==> src/rtl/debug_unit.sv <==
// Host-side debug controller: decodes UART command bytes, loads instruction memory,
// runs or single-steps the pipeline, then dumps PC, registers and data memory to the host.
module debug_unit #(
    parameter int INST_SZ  = 32,
    parameter int PC_SZ    = 32,
    parameter int REG_SZ   = 5,
    parameter int READ_LAT = 1
) (
    input  logic               i_clk,
    input  logic               i_reset,
    input  logic [7:0]         i_rx_data,
    input  logic               i_rx_valid,
    output logic [7:0]         o_tx_data,
    output logic               o_tx_valid,
    input  logic               i_tx_ready,
    input  logic [PC_SZ-1:0]   i_pc,
    input  logic [INST_SZ-1:0] i_reg,
    input  logic [INST_SZ-1:0] i_mem,
    input  logic               i_halt,
    output logic               o_write,
    output logic [INST_SZ-1:0] o_instruction,
    output logic               o_enable,
    output logic [REG_SZ-1:0]  o_debug_addr
);

    // TX handshake: o_tx_valid rises together with o_tx_data; both hold until an edge
    // with o_tx_valid=1 and i_tx_ready=1, after which the next byte may appear at once.
    localparam int SH_W       = 2 * INST_SZ;
    localparam int WORD_BYTES = INST_SZ / 8;
    localparam int PC_BYTES   = PC_SZ / 8;

    localparam logic [7:0] CMD_LOAD = 8'h4C;
    localparam logic [7:0] CMD_CONT = 8'h43;
    localparam logic [7:0] CMD_STEP = 8'h53;
    localparam logic [7:0] BYTE_ACK = 8'h06;
    localparam logic [7:0] BYTE_NAK = 8'h15;

    typedef enum logic [3:0] {
        IDLE, LD_CNT, LD_BYTE, LD_WR, RUN, STEP, SCAN_PC, SCAN_WAIT, SCAN_TX, SEND_ACK
    } state_t;

    state_t             state, state_nxt;
    logic [7:0]         cnt, cnt_nxt;
    logic [2:0]         byte_idx, byte_idx_nxt;
    logic [INST_SZ-1:0] word, word_nxt;
    logic [SH_W-1:0]    shift, shift_nxt;
    logic [3:0]         rem, rem_nxt;
    logic [1:0]         wait_cnt, wait_cnt_nxt;
    logic [7:0]         tx_data_nxt;
    logic               tx_valid_nxt;
    logic               write_nxt;
    logic [INST_SZ-1:0] instruction_nxt;
    logic               enable_nxt;
    logic [REG_SZ-1:0]  debug_addr_nxt;
    logic [SH_W-1:0]    pc_aligned;
    logic               tx_fire;

    assign tx_fire    = o_tx_valid & i_tx_ready;
    assign pc_aligned = SH_W'(i_pc) << (SH_W - PC_SZ);

    always_ff @(posedge i_clk or negedge i_reset) begin
        if (!i_reset) begin
            state         <= IDLE;
            cnt           <= '0;
            byte_idx      <= '0;
            word          <= '0;
            shift         <= '0;
            rem           <= '0;
            wait_cnt      <= '0;
            o_tx_data     <= '0;
            o_tx_valid    <= 1'b0;
            o_write       <= 1'b0;
            o_instruction <= '0;
            o_enable      <= 1'b0;
            o_debug_addr  <= '0;
        end else begin
            state         <= state_nxt;
            cnt           <= cnt_nxt;
            byte_idx      <= byte_idx_nxt;
            word          <= word_nxt;
            shift         <= shift_nxt;
            rem           <= rem_nxt;
            wait_cnt      <= wait_cnt_nxt;
            o_tx_data     <= tx_data_nxt;
            o_tx_valid    <= tx_valid_nxt;
            o_write       <= write_nxt;
            o_instruction <= instruction_nxt;
            o_enable      <= enable_nxt;
            o_debug_addr  <= debug_addr_nxt;
        end
    end

    always_comb begin
        state_nxt       = state;
        cnt_nxt         = cnt;
        byte_idx_nxt    = byte_idx;
        word_nxt        = word;
        shift_nxt       = shift;
        rem_nxt         = rem;
        wait_cnt_nxt    = wait_cnt;
        tx_data_nxt     = o_tx_data;
        tx_valid_nxt    = o_tx_valid;
        write_nxt       = 1'b0;
        instruction_nxt = o_instruction;
        enable_nxt      = 1'b0;
        debug_addr_nxt  = o_debug_addr;

        case (state)
            IDLE: begin
                if (i_rx_valid) begin
                    case (i_rx_data)
                        CMD_LOAD: state_nxt = LD_CNT;
                        CMD_CONT: begin
                            if (i_halt) begin
                                state_nxt = SCAN_PC;
                            end else begin
                                state_nxt  = RUN;
                                enable_nxt = 1'b1;
                            end
                        end
                        CMD_STEP: begin
                            if (i_halt) begin
                                state_nxt = SCAN_PC;
                            end else begin
                                state_nxt  = STEP;
                                enable_nxt = 1'b1;
                            end
                        end
                        default: begin
                            state_nxt    = SEND_ACK;
                            tx_data_nxt  = BYTE_NAK;
                            tx_valid_nxt = 1'b1;
                        end
                    endcase
                end
            end
            LD_CNT: begin
                if (i_rx_valid) begin
                    cnt_nxt = i_rx_data;
                    if (i_rx_data == 8'd0) begin
                        state_nxt    = SEND_ACK;
                        tx_data_nxt  = BYTE_ACK;
                        tx_valid_nxt = 1'b1;
                    end else begin
                        state_nxt    = LD_BYTE;
                        byte_idx_nxt = '0;
                    end
                end
            end
            LD_BYTE: begin
                if (i_rx_valid) begin
                    word_nxt = {word[INST_SZ-9:0], i_rx_data};
                    if (byte_idx == 3'(WORD_BYTES - 1)) begin
                        state_nxt       = LD_WR;
                        write_nxt       = 1'b1;
                        instruction_nxt = word_nxt;
                    end else begin
                        byte_idx_nxt = byte_idx + 3'd1;
                    end
                end
            end
            LD_WR: begin
                cnt_nxt = cnt - 8'd1;
                if (cnt == 8'd1) begin
                    state_nxt    = SEND_ACK;
                    tx_data_nxt  = BYTE_ACK;
                    tx_valid_nxt = 1'b1;
                end else begin
                    state_nxt    = LD_BYTE;
                    byte_idx_nxt = '0;
                end
            end
            RUN: begin
                // The halt edge itself still sees one enabled cycle; enable drops after it.
                if (i_halt) begin
                    state_nxt = SCAN_PC;
                end else begin
                    enable_nxt = 1'b1;
                end
            end
            STEP: state_nxt = SCAN_PC;
            SCAN_PC: begin
                if (!o_tx_valid) begin
                    tx_data_nxt  = pc_aligned[SH_W-1 -: 8];
                    shift_nxt    = pc_aligned << 8;
                    rem_nxt      = 4'(PC_BYTES - 1);
                    tx_valid_nxt = 1'b1;
                end else if (tx_fire) begin
                    if (rem == 4'd0) begin
                        tx_valid_nxt   = 1'b0;
                        debug_addr_nxt = '0;
                        wait_cnt_nxt   = '0;
                        state_nxt      = SCAN_WAIT;
                    end else begin
                        tx_data_nxt = shift[SH_W-1 -: 8];
                        shift_nxt   = shift << 8;
                        rem_nxt     = rem - 4'd1;
                    end
                end
            end
            SCAN_WAIT: begin
                if (wait_cnt == 2'(READ_LAT)) begin
                    shift_nxt = {i_reg, i_mem};
                    rem_nxt   = 4'(SH_W / 8);
                    state_nxt = SCAN_TX;
                end else begin
                    wait_cnt_nxt = wait_cnt + 2'd1;
                end
            end
            SCAN_TX: begin
                // rem counts bytes still to present after the one currently on o_tx_data.
                if (!o_tx_valid) begin
                    tx_data_nxt  = shift[SH_W-1 -: 8];
                    shift_nxt    = shift << 8;
                    rem_nxt      = rem - 4'd1;
                    tx_valid_nxt = 1'b1;
                end else if (tx_fire) begin
                    if (rem == 4'd0) begin
                        tx_valid_nxt = 1'b0;
                        if (o_debug_addr == {REG_SZ{1'b1}}) begin
                            debug_addr_nxt = '0;
                            state_nxt      = IDLE;
                        end else begin
                            debug_addr_nxt = o_debug_addr + 1'b1;
                            wait_cnt_nxt   = '0;
                            state_nxt      = SCAN_WAIT;
                        end
                    end else begin
                        tx_data_nxt = shift[SH_W-1 -: 8];
                        shift_nxt   = shift << 8;
                        rem_nxt     = rem - 4'd1;
                    end
                end
            end
            SEND_ACK: begin
                if (tx_fire) begin
                    tx_valid_nxt = 1'b0;
                    state_nxt    = IDLE;
                end
            end
            default: state_nxt = IDLE;
        endcase
    end

endmodule

==> config.mk <==
export PLATFORM = sky130hd
export DESIGN_NAME = debug_unit
export DESIGN_NICKNAME = d
export VERILOG_FILES = /design/src/rtl/debug_unit.sv
export SDC_FILE = /design/constraint.sdc
export NUM_CORES = 1
export LEC_CHECK = 0
export ABC_CLOCK_PERIOD_IN_PS = 2200
export BUFFER_PORTS_ARGS = -buffer_cell sky130_fd_sc_hd__buf_2
export CORE_ASPECT_RATIO = 0.8
export CORE_MARGIN = 10
export CORE_UTILIZATION = 26
export DETAILED_ROUTE_END_ITERATION = 10
export GPL_ROUTABILITY_DRIVEN = 0
export GPL_TIMING_DRIVEN = 0
export SLEW_MARGIN = 15
export SYNTH_ARGS = -nofsm -noshare
export SYNTH_HDL_FRONTEND = slang
export SYNTH_SLANG_ARGS = --single-unit
==> constraint.sdc <==
create_clock -name i_clk -period 2.2 [get_ports i_clk]
set_input_delay 0 -clock i_clk [delete_from_list [all_inputs] [get_ports i_clk]]
set_output_delay 0 -clock i_clk [all_outputs]
set_load 0.01 [all_outputs]
# Word level (Yosys, flattened, before mapping)
# Cells that the tools add are included.
dict set report totals {
  input_bits 109
  register_bits 157
  wordCells 161
  output_inout_bits 48
}
dict set report op_classes {
  bitwise_logic 1
  muxes 83
  n_reduce_logical 22
  add_sub_neg 5
  n_eq_ne 37
}
# cell count
set op_table {}
lappend op_table {{$mux W64} 5}
lappend op_table {{$pmux W64 S3} 1}
lappend op_table {{$mux W8} 10}
lappend op_table {{$mux W4} 19}
lappend op_table {{$ne A2 B2 Y1 const B} 21}
lappend op_table {{$pmux W4 S10} 1}
lappend op_table {{$pmux W8 S5} 1}
lappend op_table {{$mux W5} 7}
lappend op_table {{$eq A8 B7 Y1 const B} 3}
lappend op_table {{$pmux W4 S3} 2}
lappend op_table {{$mux W2} 10}
lappend op_table {{$mux W3} 6}
lappend op_table {{$eq A4 B3 Y1 const B} 4}
lappend op_table {{$pmux W8 S2} 1}
lappend op_table {{$mux W1} 15}
lappend op_table {{$reduce_and A7 Y1} 2}
lappend op_table {{$reduce_and A13 Y1} 1}
lappend op_table {{$reduce_and A6 Y1} 2}
lappend op_table {{$pmux W5 S2} 1}
lappend op_table {{$reduce_bool A5 Y1} 2}
lappend op_table {{$pmux W3 S3} 1}
lappend op_table {{$reduce_and A9 Y1} 1}
lappend op_table {{$eq A4 B2 Y1 const B} 2}
lappend op_table {{$eq A4 B4 Y1 const B} 2}
lappend op_table {{22 further kinds} 28}

# Logic depth before layout (Yosys ltp)
# Gate-level depths: netlist of the first run.
dict set report depth {
  depth_word 6
  ltp_mapped 10
  depth_no_buf 8
}

# Least setup slack after synthesis of the first run
# Ideal clock, no wire load.
dict set report synth_timing {
  path_type {reg-to-reg}
  from {register rem[0]}
  to {register shift[59]}
  arrival_time_ns 2.168
  setup_ns 0.134
  stages_incl_launch_ff 10
  synth_period_minus_slack_ns 2.302
  n_path_buf 2
  required_ns 2.066
  path_slack_ns -0.102
  cell_sequence {dfrtp_1 > inv_1 > ha_1 > or3b_2 > clkbuf_1 > a21oi_2 > nor2_1 > buf_2 > a221oi_1 > o21ai_0}
}
dict set report synth_between {
  elab_chain_cells 5
  elab_cells_between_ends 6
  cone_classes {5 x mux; 1 x reduce/logical}
}
# element line_no
set synth_lines {}
lappend synth_lines {{start, declared} 47} ;# logic [3:0] rem, rem_nxt;
lappend synth_lines {{start signal, assigned} 82} ;# rem <= rem_nxt;
lappend synth_lines {{$logic_not A4 Y1 *} {189, 218}}
lappend synth_lines {{$mux W64 * (2 in series)} --}
lappend synth_lines {{$mux W64, on equally long branches} --}
lappend synth_lines {{$pmux W64 S3 *} --}
lappend synth_lines {{end signal, assigned} 81} ;# shift <= shift_nxt;
lappend synth_lines {{end, declared} 46} ;# logic [SH_W-1:0] shift, shift_nxt;
# Every way passes the cells marked *; elsewhere a longest branch is shown, timed or not.
# A chain may end at the register's enable or synchronous reset.

# Worst setup path after layout of the first run
dict set report layout_timing {
  from {register cnt[2]}
  to {register o_tx_data[4]}
}
dict set report layout_between {
  elab_chain_cells 3
}
# element line_no
set layout_lines {}
lappend layout_lines {{start, declared} 43} ;# logic [7:0] cnt, cnt_nxt;
lappend layout_lines {{start signal, assigned} 78} ;# cnt <= cnt_nxt;
lappend layout_lines {{$eq A8 B1 Y1} 164} ;# if (cnt == 8'd1) begin
lappend layout_lines {{$ne A2 B2 Y1 (no line)} --}
lappend layout_lines {{$reduce_and A6 Y1 (no line)} --}
lappend layout_lines {{end signal, assigned} 84} ;# o_tx_data <= tx_data_nxt;
lappend layout_lines {{end, declared} 13} ;# output logic [7:0] o_tx_data,
# No other way between the ends.

==> impl_metrics.py, run 1 <==
metrics = {
    "yosys": {
        "ys_warn_count": 0,
        "yosys.cell_types.count": 64,
        "synthArstFlopShare_pct": 100,
        "synth-edff-count": 0,
        "yosys_register_bits": 157,
        "netlist_area_um2": 7750,
        "netlist_instances": 776,
        "synth_nets": 893,
        "synth_top_flop_cell": "dfrtp_1",
        "postSynthAreaPerCell_um2": 9.98,
        "seq_area_frac_synth_pct": 50.7,
    },
    "clocking": {
        "cts_sinks": 157,
        "cts_tree": "done",
        "cts_root_buf": "clkbuf_16",
        "cts.clk_slew.worst_paths_ns": 0.08,
        "h-tree-depth": 4,
        "clockBufferDepth": 2,
        "numCtsBuffers": 17,
        "clock_insertion_delay_worst_skew_ns": 0.43,
    },
    "drt": {
        "vias": 7522,
        "routed_wl_mm": 27.5,
        "ant_nets": 0,
        "post_drt_wl_per_cell_um": 18.9,
        "drt_iter0_drc": 798,
        "via_per_inst": 5.18,
        "drc": 0,
        "drt_first_pass_iters": 8,
    },
    "final_layout": {
        "final_cell_count_no_fill": 1451,
        "fill_cells": 2844,
        "syn2layout_area_growth_pct": 44.1,
        "fin_nets": 1174,
        "stdcell_area_um2": 11200,
        "drive_gt1_share_pct": 32.1,
    },
    "place": {
        "io_buffers": 155,
        "pre_cts_slack_ns": -0.920,
        "dp_cells": 1309,
        "hpwl_mm": 18.6,
        "placed_area_um2": 9040,
    },
    "die": {
        "die_y_um": 174,
        "core_um2": 29400,
        "start_util_pct": 26.4,
        "io_pins": 157,
        "dieArea_um2": 37100,
        "fp.dieW_um": 213,
        "rows": 56,
    },
    "timing": {
        "worstMarginPinSlew_ns": 0.623,
        "fmax_mhz": 452,
        "rsz0062_at_grt": "true",
        "finalHoldViolCount": 0,
        "finalCritPeriodShare_pct": 100,
        "whs_ns": 0.0207,
        "worst_slack_ns": -0.0103,
        "fin_crit_ns": 2.21,
        "slew_viol_final": 0,
        "setup_violations": 1,
        "fin_skew_ns": 0.0179,
        "slew_headroom_pct": 58.1,
    },
    "worst_setup_path": {
        "r2r_slack_ns": -0.01,
        "crit-reg2reg-launch": "cnt[2]$_DFFE_PN0P_",
        "reg2reg_to": "o_tx_data[4]$_DFFE_PN0P_",
        "cp.required_ns": 2.51,
        "critPathKind": "reg2reg",
        "r2r_cells": 5,
        "arrival_ns": 2.52,
        "worstPathMaxFanout": 6,
        "startpoint_type": "flip-flop",
        "end_kind": "flip-flop",
    },
    "power": {
        "ir_worst_vdd_mv": 0.417,
        "total_power_w": 0.0126,
        "powerDensity_nw_per_um2": 1130,
        "p_leak_nw": 5.38,
    },
    "global_route": {
        "grt_max_degree": 96,
        "antenna_found_initial": 4,
        "grt_pass1_vias": 7645,
        "overflow": 0,
        "grt_pass1_wl_mm": 42.9,
        "grtUsageTotal_pct": 14.5,
    },
    "hold_path": {
        "worstHoldStart": "i_pc[19]",
        "min-delay-path-class": "in2reg",
        "holdPathEnd": "shift[59]$_DFFE_PN0P_",
        "whs_path_depth": 5,
    },
    "outcome": {
        "failed_checks": "negative setup slack",
        "status": "complete, but fails checks",
    },
    "run": {
        "cap_viol_max_count": 0,
    },
}
[layout by cell type (no fill, tap or decap), types with 4 or more instances in the layout]
cell	synthesis	final
buf_6	0	9
nand2b_1	7	6
nor4_1	6	4
nand2_1	116	113
clkbuf_1	42	14
a2bb2oi_1	6	6
nand3b_1	4	4
dlygate4sd3_1	0	88
ha_1	8	6
inv_8	0	4
diode_2	0	4
clkbuf_16	0	18
o22ai_1	8	8
clkbuf_2	0	9
and2_1	4	4
mux2i_1	8	8
inv_1	43	41
buf_2	10	160
buf_4	0	25
a22o_1	12	12
clkinv_8	0	4
nor3_1	7	4
clkbuf_4	0	8
a222oi_1	32	32
a32oi_1	18	17
nor2_1	57	53
dfrtp_1	157	153
nand3_1	15	14
a21oi_1	29	27
o211ai_1	6	6
a221oi_1	22	10
dfrtp_2	0	4
o21ai_0	47	47
a221o_1	6	6
o22a_1	8	8
a221oi_2	0	9
mux2_2	37	37
[Yosys cell counts (2+ instances only)]
cell | instances | area share (%)
nor2_1 | 57 | 2.8
a21o_1 | 3 | 0.29
mux2i_1 | 8 | 1.0
clkbuf_1 | 42 | 2.0
and3_1 | 2 | 0.16
nand3_1 | 15 | 0.97
nor3b_1 | 3 | 0.29
buf_1 | 4 | 0.19
o2111ai_1 | 2 | 0.23
a2bb2oi_1 | 6 | 0.68
inv_1 | 43 | 2.1
mux2_2 | 37 | 5.4
or4_1 | 3 | 0.29
o22ai_1 | 8 | 0.65
a21oi_1 | 29 | 1.9
nor3_1 | 7 | 0.45
a22o_1 | 12 | 1.4
or3_1 | 2 | 0.16
and2_1 | 4 | 0.32
nor4_1 | 6 | 0.48
a32oi_1 | 18 | 2.0
o21a_1 | 2 | 0.19
nand3b_1 | 4 | 0.39
nor4b_2 | 2 | 0.39
buf_2 | 10 | 0.65
o21ai_1 | 3 | 0.19
o211ai_1 | 6 | 0.58
a221o_1 | 6 | 0.78
nor2b_1 | 2 | 0.16
a211oi_1 | 2 | 0.19
dfrtp_1 | 157 | 51
a222oi_1 | 32 | 4.1
o22a_1 | 8 | 0.90
a21oi_2 | 2 | 0.23
o31a_1 | 2 | 0.23
or4_4 | 2 | 0.29
nand2_1 | 116 | 5.6
o32a_1 | 3 | 0.39
a221oi_1 | 22 | 2.5
nand2b_1 | 7 | 0.57
o21ai_0 | 47 | 3.0
ha_1 | 8 | 1.3
[critical path, stage by stage (launching register included)]
cell and delay (ns):
dfrtp_2 0.40, or4_4 0.56, o41ai_4 0.30, nor2_4 0.09, or4_4 0.44, o32a_1 0.31
[cells by family (layout without fill, tap and decap cells)]
kind of cell / after synthesis / count (layout) / share of synthesized area [%]
other cells: 0 / 4 / 0
simple gates: 242 / 242 / 14.6
mux: 45 / 45 / 6.41
fa+ha+maj: 8 / 8 / 1.29
flops: 157 / 157 / 50.7
compound gates: 224 / 224 / 22.0
buf+inv: 100 / 394 / 5.01
[stage by stage]
| stage | utilization [%] | setup TNS [ns] |
|---|---|---|
| finish | 38.0 | -0.0103 |
| global route | 38.0 | -0.773 |
| CTS | 37.1 | -0.236 |
| detailed placement | 30.8 | -77.57 |
| global placement | 30.7 | -296.76 |
| floorplan | - | 0 |
[routing by layer]
layer / global-route usage [%] / vias up / share of wire, %
met5: 0 / - / 0
met3: 3.13 / 48 / 5.7
met2: 22.5 / 305 / 47
met1: 19.3 / 3706 / 45
li1: - / 3463 / -
met4: 5.41 / 0 / 2.2
[state kept, by name (all words and copies together) (netlist names), 2 cells and up]
register       flops
state              4
o_instruction     32
wait_cnt           2
word              24
rem                4
o_debug_addr       5
byte_idx           3
cnt                8
shift             64
o_tx_data          8
[cell type report]
| cell class | count | area, um^2 | area share [%] |
|---|---|---|---|
| repair buffers | 266 | 1880 | 16.8 |
| clock buffers | 17 | 425 | 3.81 |
| inverters | 44 | 165 | 1.48 |
| clock inverters | 15 | 193 | 1.73 |
| plain buffers | 52 | 334 | 2.99 |
| flip-flops and latches | 157 | 3930 | 35.2 |
| multi-input cells | 519 | 3750 | 33.6 |
| diodes | 4 | 10.0 | 0.0896 |
| well taps | 377 | 472 | 4.22 |
[worst max-delay path by stage]
stage	endpoint	depth (start not counted)	slack [ns]	start
2_1_floorplan	shift[59]$_DFFE_PN0P_	9	0.007	rem[0]$_DFFE_PN0P_
3_3_place_gp	shift[45]$_DFFE_PN0P_	1	-1.42	i_reset
3_5_place_dp	shift[23]$_DFFE_PN0P_	7	-0.92	state[1]$_DFFE_PN0P_
4_1_cts	o_tx_data[4]$_DFFE_PN0P_	5	-0.1	cnt[2]$_DFFE_PN0P_
5_1_grt	o_tx_data[4]$_DFFE_PN0P_	5	-0.07	cnt[2]$_DFFE_PN0P_
6_report	o_tx_data[4]$_DFFE_PN0P_	5	-0.01	cnt[2]$_DFFE_PN0P_
[what timing repair did]
item                       CTS  global route
pin swaps                   11            12
gates resized for setup     73            68
buffers inserted            14             6
hold buffers                88             0
setup endpoints to repair  152           127
hold endpoints to repair   142             0
gates cloned                 0             2
[where the power goes]
| part | switching [W] | total, W | leakage, nW | internal [W] |
|---|---|---|---|---|
| Sequential | 0.000782 | 0.00456 | 2.07 | 0.00377 |
| Combinational | 0.00263 | 0.00499 | 3.01 | 0.00237 |
| Clock | 0.00145 | 0.00310 | 0.301 | 0.00165 |
Note: power is estimated with default switching activity, not from simulation.
==> run 2: changes to the inputs <==
- CORE_UTILIZATION: 26 -> 50
- PLACE_DENSITY: unset -> 0.77
==> impl_metrics.py, run 2 (synthesis gave the netlist of run 1 again) <==
metrics = {
    "clocking": {
        "numCtsBuffers": 17,
        "cts_sinks": 157,
        "clock_insertion_delay_worst_skew_ns": 0.44,
        "h-tree-depth": 4,
        "cts.clk_slew.worst_paths_ns": 0.07,
        "cts_root_buf": "clkbuf_16",
        "cts_tree": "done",
        "clockBufferDepth": 2,
    },
    "worst_setup_path": {
        "slowest_stage": "or4_4",
        "startpoint_type": "flip-flop",
        "crit_family": "simple AND/OR/NAND/NOR gates",
        "end_kind": "flip-flop",
        "cp_slowest_stage_delay_ns": 0.56,
        "cp.required_ns": 2.52,
        "path_buf_inv": 0,
        "critPathKind": "reg2reg",
        "arrival_ns": 2.57,
        "worstPathMaxFanout": 5,
        "crit_chain": "or4_4 -> o41ai_4 -> nor2_4 -> nor4_1 -> mux2_2",
    },
    "final_layout": {
        "fin_util_pct": 71.8,
        "regMostFlops": "shift",
        "fin_nets": 1177,
        "layout_common_cells": "buf_2 (165), dfrtp_1 (154), nand2_1 (114)",
        "syn2layout_area_growth_pct": 40.1,
        "layout_commonest_cell": "buf_2",
        "drive_gt1_share_pct": 31.7,
        "reg.largest.list": "shift: 64 flops, o_instruction: 32 flops, word: 24 flops",
        "largest_reg_flops": 64,
        "final_cell_count_no_fill": 1286,
        "stdcell_area_um2": 10900,
    },
    "global_route": {
        "overflow": 0,
        "grt_max_degree": 97,
        "grtUsageTotal_pct": 23.6,
        "antenna_found_initial": 5,
        "grt_pass1_vias": 7731,
        "grt_pass1_wl_mm": 40.8,
    },
    "die": {
        "fp.dieW_um": 159,
        "io_pins": 157,
        "start_util_pct": 51.3,
        "die_y_um": 131,
        "rows": 40,
        "core_um2": 15100,
        "dieArea_um2": 20900,
    },
    "timing": {
        "fin_skew_ns": 0.0132,
        "setup_violations": 4,
        "fin_crit_ns": 2.25,
        "fmax_mhz": 445,
        "finalCritPeriodShare_pct": 102,
        "worst_slack_ns": -0.0489,
        "finalHoldViolCount": 0,
        "slew_viol_final": 0,
        "worstMarginPinSlew_ns": 0.777,
        "slew_headroom_pct": 47.8,
        "rsz0062_at_grt": "true",
    },
    "drt": {
        "drt_iter0_drc": 1139,
        "ant_nets": 0,
        "post_drt_wl_per_cell_um": 20.4,
        "routed_wl_mm": 26.2,
        "via_per_inst": 6.07,
        "vias": 7806,
        "drt_first_pass_iters": 9,
        "drc": 0,
    },
    "power": {
        "p_leak_nw": 5.36,
        "powerDensity_nw_per_um2": 1150,
        "ir_worst_vdd_mv": 0.672,
    },
    "place": {
        "io_buffers": 155,
        "dp_cells": 1142,
        "placed_area_um2": 8830,
        "hpwl_mm": 16.2,
    },
    "run": {
        "cap_viol_max_count": 0,
    },
    "hold_path": {
        "min-delay-path-class": "in2reg",
    },
    "outcome": {
        "status": "complete, but fails checks",
        "failed_checks": "negative setup slack",
    },
}
[run 2: cell types whose count changed in the layout (fill, tap and decap cells not counted), sizes merged]
cell / delta
inv: -3
clkinv: -2
dlygate4sd3: -1
clkinvlp: +2
diode: +1
clkbuf: -1
buf: +6
[run 2: final timing paths]
kind	cells after the start	startpoint	endpoint	slack [ns]
worst max register to register	5	cnt[3]$_DFFE_PN0P_	o_tx_valid$_DFFE_PN0P_	-0.05
worst min register to register	2	o_instruction[8]$_DFFE_PN0P_	o_instruction[8]$_DFFE_PN0P_	0.47
max in group asynchronous	3	i_reset	o_instruction[14]$_DFFE_PN0P_	1.26
min in group asynchronous	2	i_reset	o_debug_addr[2]$_DFFE_PN0P_	0.18
worst max-delay path	5	cnt[3]$_DFFE_PN0P_	o_tx_valid$_DFFE_PN0P_	-0.05
worst min-delay path	5	i_pc[20]	shift[60]$_DFFE_PN0P_	0.02
[run 2: final cells by class]
cell class | instances | area, um^2
fillers | 1045 | 4260
flip-flops and latches | 157 | 3930
multi-input cells | 519 | 3690
repair buffers | 268 | 1900
clock buffers | 18 | 439
plain buffers | 53 | 323
well taps | 210 | 263
inverters | 44 | 165
clock inverters | 12 | 133
diodes | 5 | 12.5
[run 2: metrics by stage]
step	total power (W)	setup TNS, ns	hold slack (ns)	worst slack [ns]
2_1_floorplan	0.00733	0	-0.296	0.00675
3_3_place_gp	0.00844	-256.02	0.217	-1.28
3_5_place_dp	0.00860	-63.28	0.0874	-0.689
4_1_cts	0.0120	-0.191	0.000811	-0.0401
5_1_grt	0.0132	-1.43	0.0735	-0.107
6_report	0.0125	-0.101	0.0159	-0.0489
[run 2: repair_timing]
action	4_1_cts	5_1_grt
pin swaps	7	15
setup endpoints to repair	152	137
gates cloned	0	2
hold buffers	87	0
endpoints found under the hold margin	174	0
resized for setup	57	75
buffers inserted	18	5
[run 2: metal layers]
metal	vias up	part of all wire, %	track usage, %	wire (um)
li1	3463	-	-	-
met1	3764	41	31.1	10600
met2	467	47	36.1	12200
met3	112	8.9	6.49	2330
met4	0	4.0	9.61	1050
met5	-	0	0	0
[run 2: worst reg2reg max path, stage by stage (launching register included)]
cell	delay [ns]
dfrtp_1	0.38
or4_4	0.56
o41ai_4	0.30
nor2_4	0.08
nor4_1	0.42
mux2_2	0.39
[run 2: where the power goes]
part	internal, W	switching, W	leakage (nW)	total (W)
logic	0.00237	0.00266	3.01	0.00503
clock network	0.00161	0.00130	0.275	0.00290
registers	0.00378	0.000795	2.07	0.00457
==> run 3: changes to the inputs <==
- HOLD_SLACK_MARGIN: unset -> 0.02
- MAX_ROUTING_LAYER: unset -> met4
==> impl_metrics.py, run 3 (synthesis gave the netlist of run 1 again) <==
metrics = {
    "power": {
        "ir_worst_vdd_mv": 0.678,
        "p_leak_nw": 5.38,
        "netSwitchingPower_w": 0.00478,
        "p_seq_share_pct": 36.5,
        "powerDensity_nw_per_um2": 1150,
        "switching_share_pct": 38.1,
        "pwr-share-clk_pct": 23.0,
        "p_int_w": 0.00776,
        "share_comb_of_total_power_pct": 40.5,
    },
    "timing": {
        "worst_slack_ns": -0.0532,
        "slew_viol_final": 0,
        "fmax_mhz": 444,
        "fin_crit_ns": 2.25,
        "rsz0062_at_grt": "true",
        "whs_ns": 0.0340,
        "finalCritPeriodShare_pct": 102,
        "fin_skew_ns": 0.0130,
        "tns_ns": -0.380,
        "slew_headroom_pct": 48.3,
        "setup_violations": 16,
        "worstMarginPinSlew_ns": 0.770,
        "finalHoldViolCount": 0,
    },
    "final_layout": {
        "syn2layout_area_growth_pct": 40.6,
        "reg.largest.list": "shift: 64 flops, o_instruction: 32 flops, word: 24 flops",
        "final_cell_count_no_fill": 1291,
        "layout_commonest_cell": "buf_2",
        "layout_common_cells": "buf_2 (166), dfrtp_1 (154), nand2_1 (114)",
        "largest_reg_flops": 64,
        "fin_nets": 1184,
        "regMostFlops": "shift",
        "drive_gt1_share_pct": 31.3,
    },
    "clocking": {
        "cts_tree": "done",
        "h-tree-depth": 4,
        "numCtsBuffers": 17,
        "clockBufferDepth": 2,
        "clock_insertion_delay_worst_skew_ns": 0.44,
        "cts_root_buf": "clkbuf_16",
        "cts.clk_slew.worst_paths_ns": 0.07,
        "cts_sinks": 157,
    },
    "drt": {
        "drt_iter0_drc": 1214,
        "routed_wl_mm": 26.6,
        "post_drt_wl_per_cell_um": 20.6,
        "drc": 0,
        "ant_nets": 0,
        "drt_first_pass_iters": 9,
        "vias": 7979,
        "via_per_inst": 6.18,
    },
    "worst_setup_path": {
        "startpoint_type": "flip-flop",
        "end_kind": "flip-flop",
        "critPathKind": "reg2reg",
        "cp.required_ns": 2.52,
        "worstPathMaxFanout": 7,
        "arrival_ns": 2.57,
    },
    "global_route": {
        "grt_pass1_vias": 7916,
        "grt_max_degree": 97,
        "antenna_found_initial": 3,
        "grt_pass1_wl_mm": 41.6,
        "grtUsageTotal_pct": 24.8,
        "overflow": 0,
    },
    "die": {
        "start_util_pct": 51.3,
        "core_um2": 15100,
        "rows": 40,
        "fp.dieW_um": 159,
        "io_pins": 157,
        "die_y_um": 131,
        "dieArea_um2": 20900,
    },
    "run": {
        "cap_viol_max_count": 0,
    },
    "place": {
        "hpwl_mm": 16.2,
        "io_buffers": 155,
        "dp_cells": 1142,
    },
    "hold_path": {
        "min-delay-path-class": "in2reg",
    },
    "outcome": {
        "failed_checks": "negative setup slack",
        "status": "complete, but fails checks",
    },
}
run 3: changes by cell type in the layout (fill, tap and decap cells not counted), sizes merged:
cell	before	now
diode	5	3
dlygate4sd3	87	92
buf	204	206
run 3: path summary, 6_finish.rpt:
path | start | to | slack, ns | cells after the start
max | rem[1]$_DFFE_PN0P_ | shift[29]$_DFFE_PN0P_ | -0.05 | 9
min | i_pc[26] | o_tx_data[2]$_DFFE_PN0P_ | 0.03 | 4
max reg2reg | rem[1]$_DFFE_PN0P_ | shift[29]$_DFFE_PN0P_ | -0.05 | 9
min reg2reg | o_instruction[8]$_DFFE_PN0P_ | o_instruction[8]$_DFFE_PN0P_ | 0.47 | 2
max in group asynchronous | i_reset | o_instruction[13]$_DFFE_PN0P_ | 1.25 | 3
min in group asynchronous | i_reset | o_debug_addr[2]$_DFFE_PN0P_ | 0.19 | 2
run 3: through the flow:
step | setup slack [ns] | utilization (%) | area, um^2 | power [W]
floorplan | 0.00675 | - | 7760 | 0.00733
global placement | -1.28 | 58.2 | 8790 | 0.00844
detailed placement | -0.689 | 58.4 | 8830 | 0.00860
CTS | -0.0401 | 70.4 | 10600 | 0.0120
global route | -0.143 | 72.1 | 10900 | 0.0132
finish | -0.0532 | 72.1 | 10900 | 0.0125
run 3: power groups by stage:
stage / registers [W] / logic (W) / clock network (W)
floorplan: 0.00438 / 0.00295 / 0
global placement: 0.00449 / 0.00395 / 0
detailed placement: 0.00453 / 0.00407 / 0
CTS: 0.00449 / 0.00458 / 0.00290
global route: 0.00467 / 0.00552 / 0.00304
finish: 0.00457 / 0.00507 / 0.00289
run 3: layout make-up:
type                            instances  area (um^2)
Fill cell                            1026         4220
Inverter                               44          165
Tap cell                              210          263
Multi-Input combinational cell        519         3680
Clock inverter                         12          133
Timing Repair Buffer                  275         1960
Antenna cell                            3         7.51
Buffer                                 53          320
Sequential cell                       157         3930
Clock buffer                           18          439
run 3: worst max-delay path: stages (launching register included):
cell and delay, ns:
dfrtp_1 0.41, inv_2 0.09, ha_4 0.13, or3b_4 0.44, a21oi_4 0.29, buf_6 0.16
nor3_4 0.08, buf_4 0.18, a222oi_1 0.28, inv_1 0.09
run 3: repair_timing:
item                                   in CTS  in global routing
gates resized for setup                    57                 69
cloned                                      0                  3
pin swaps                                   7                 16
hold buffers                               92                  0
endpoints found under the hold margin     175                  0
setup endpoints to repair                 152                137
setup buffers                              18                  6
run 3: layer usage:
layer | track usage [%] | up-vias | wire length, um
li1 | - | 3478 | -
met1 | 31.4 | 3825 | 10600
met2 | 37.3 | 564 | 12400
met3 | 6.02 | 112 | 2640
met4 | 10.3 | 0 | 991
met5 | - | - | 0
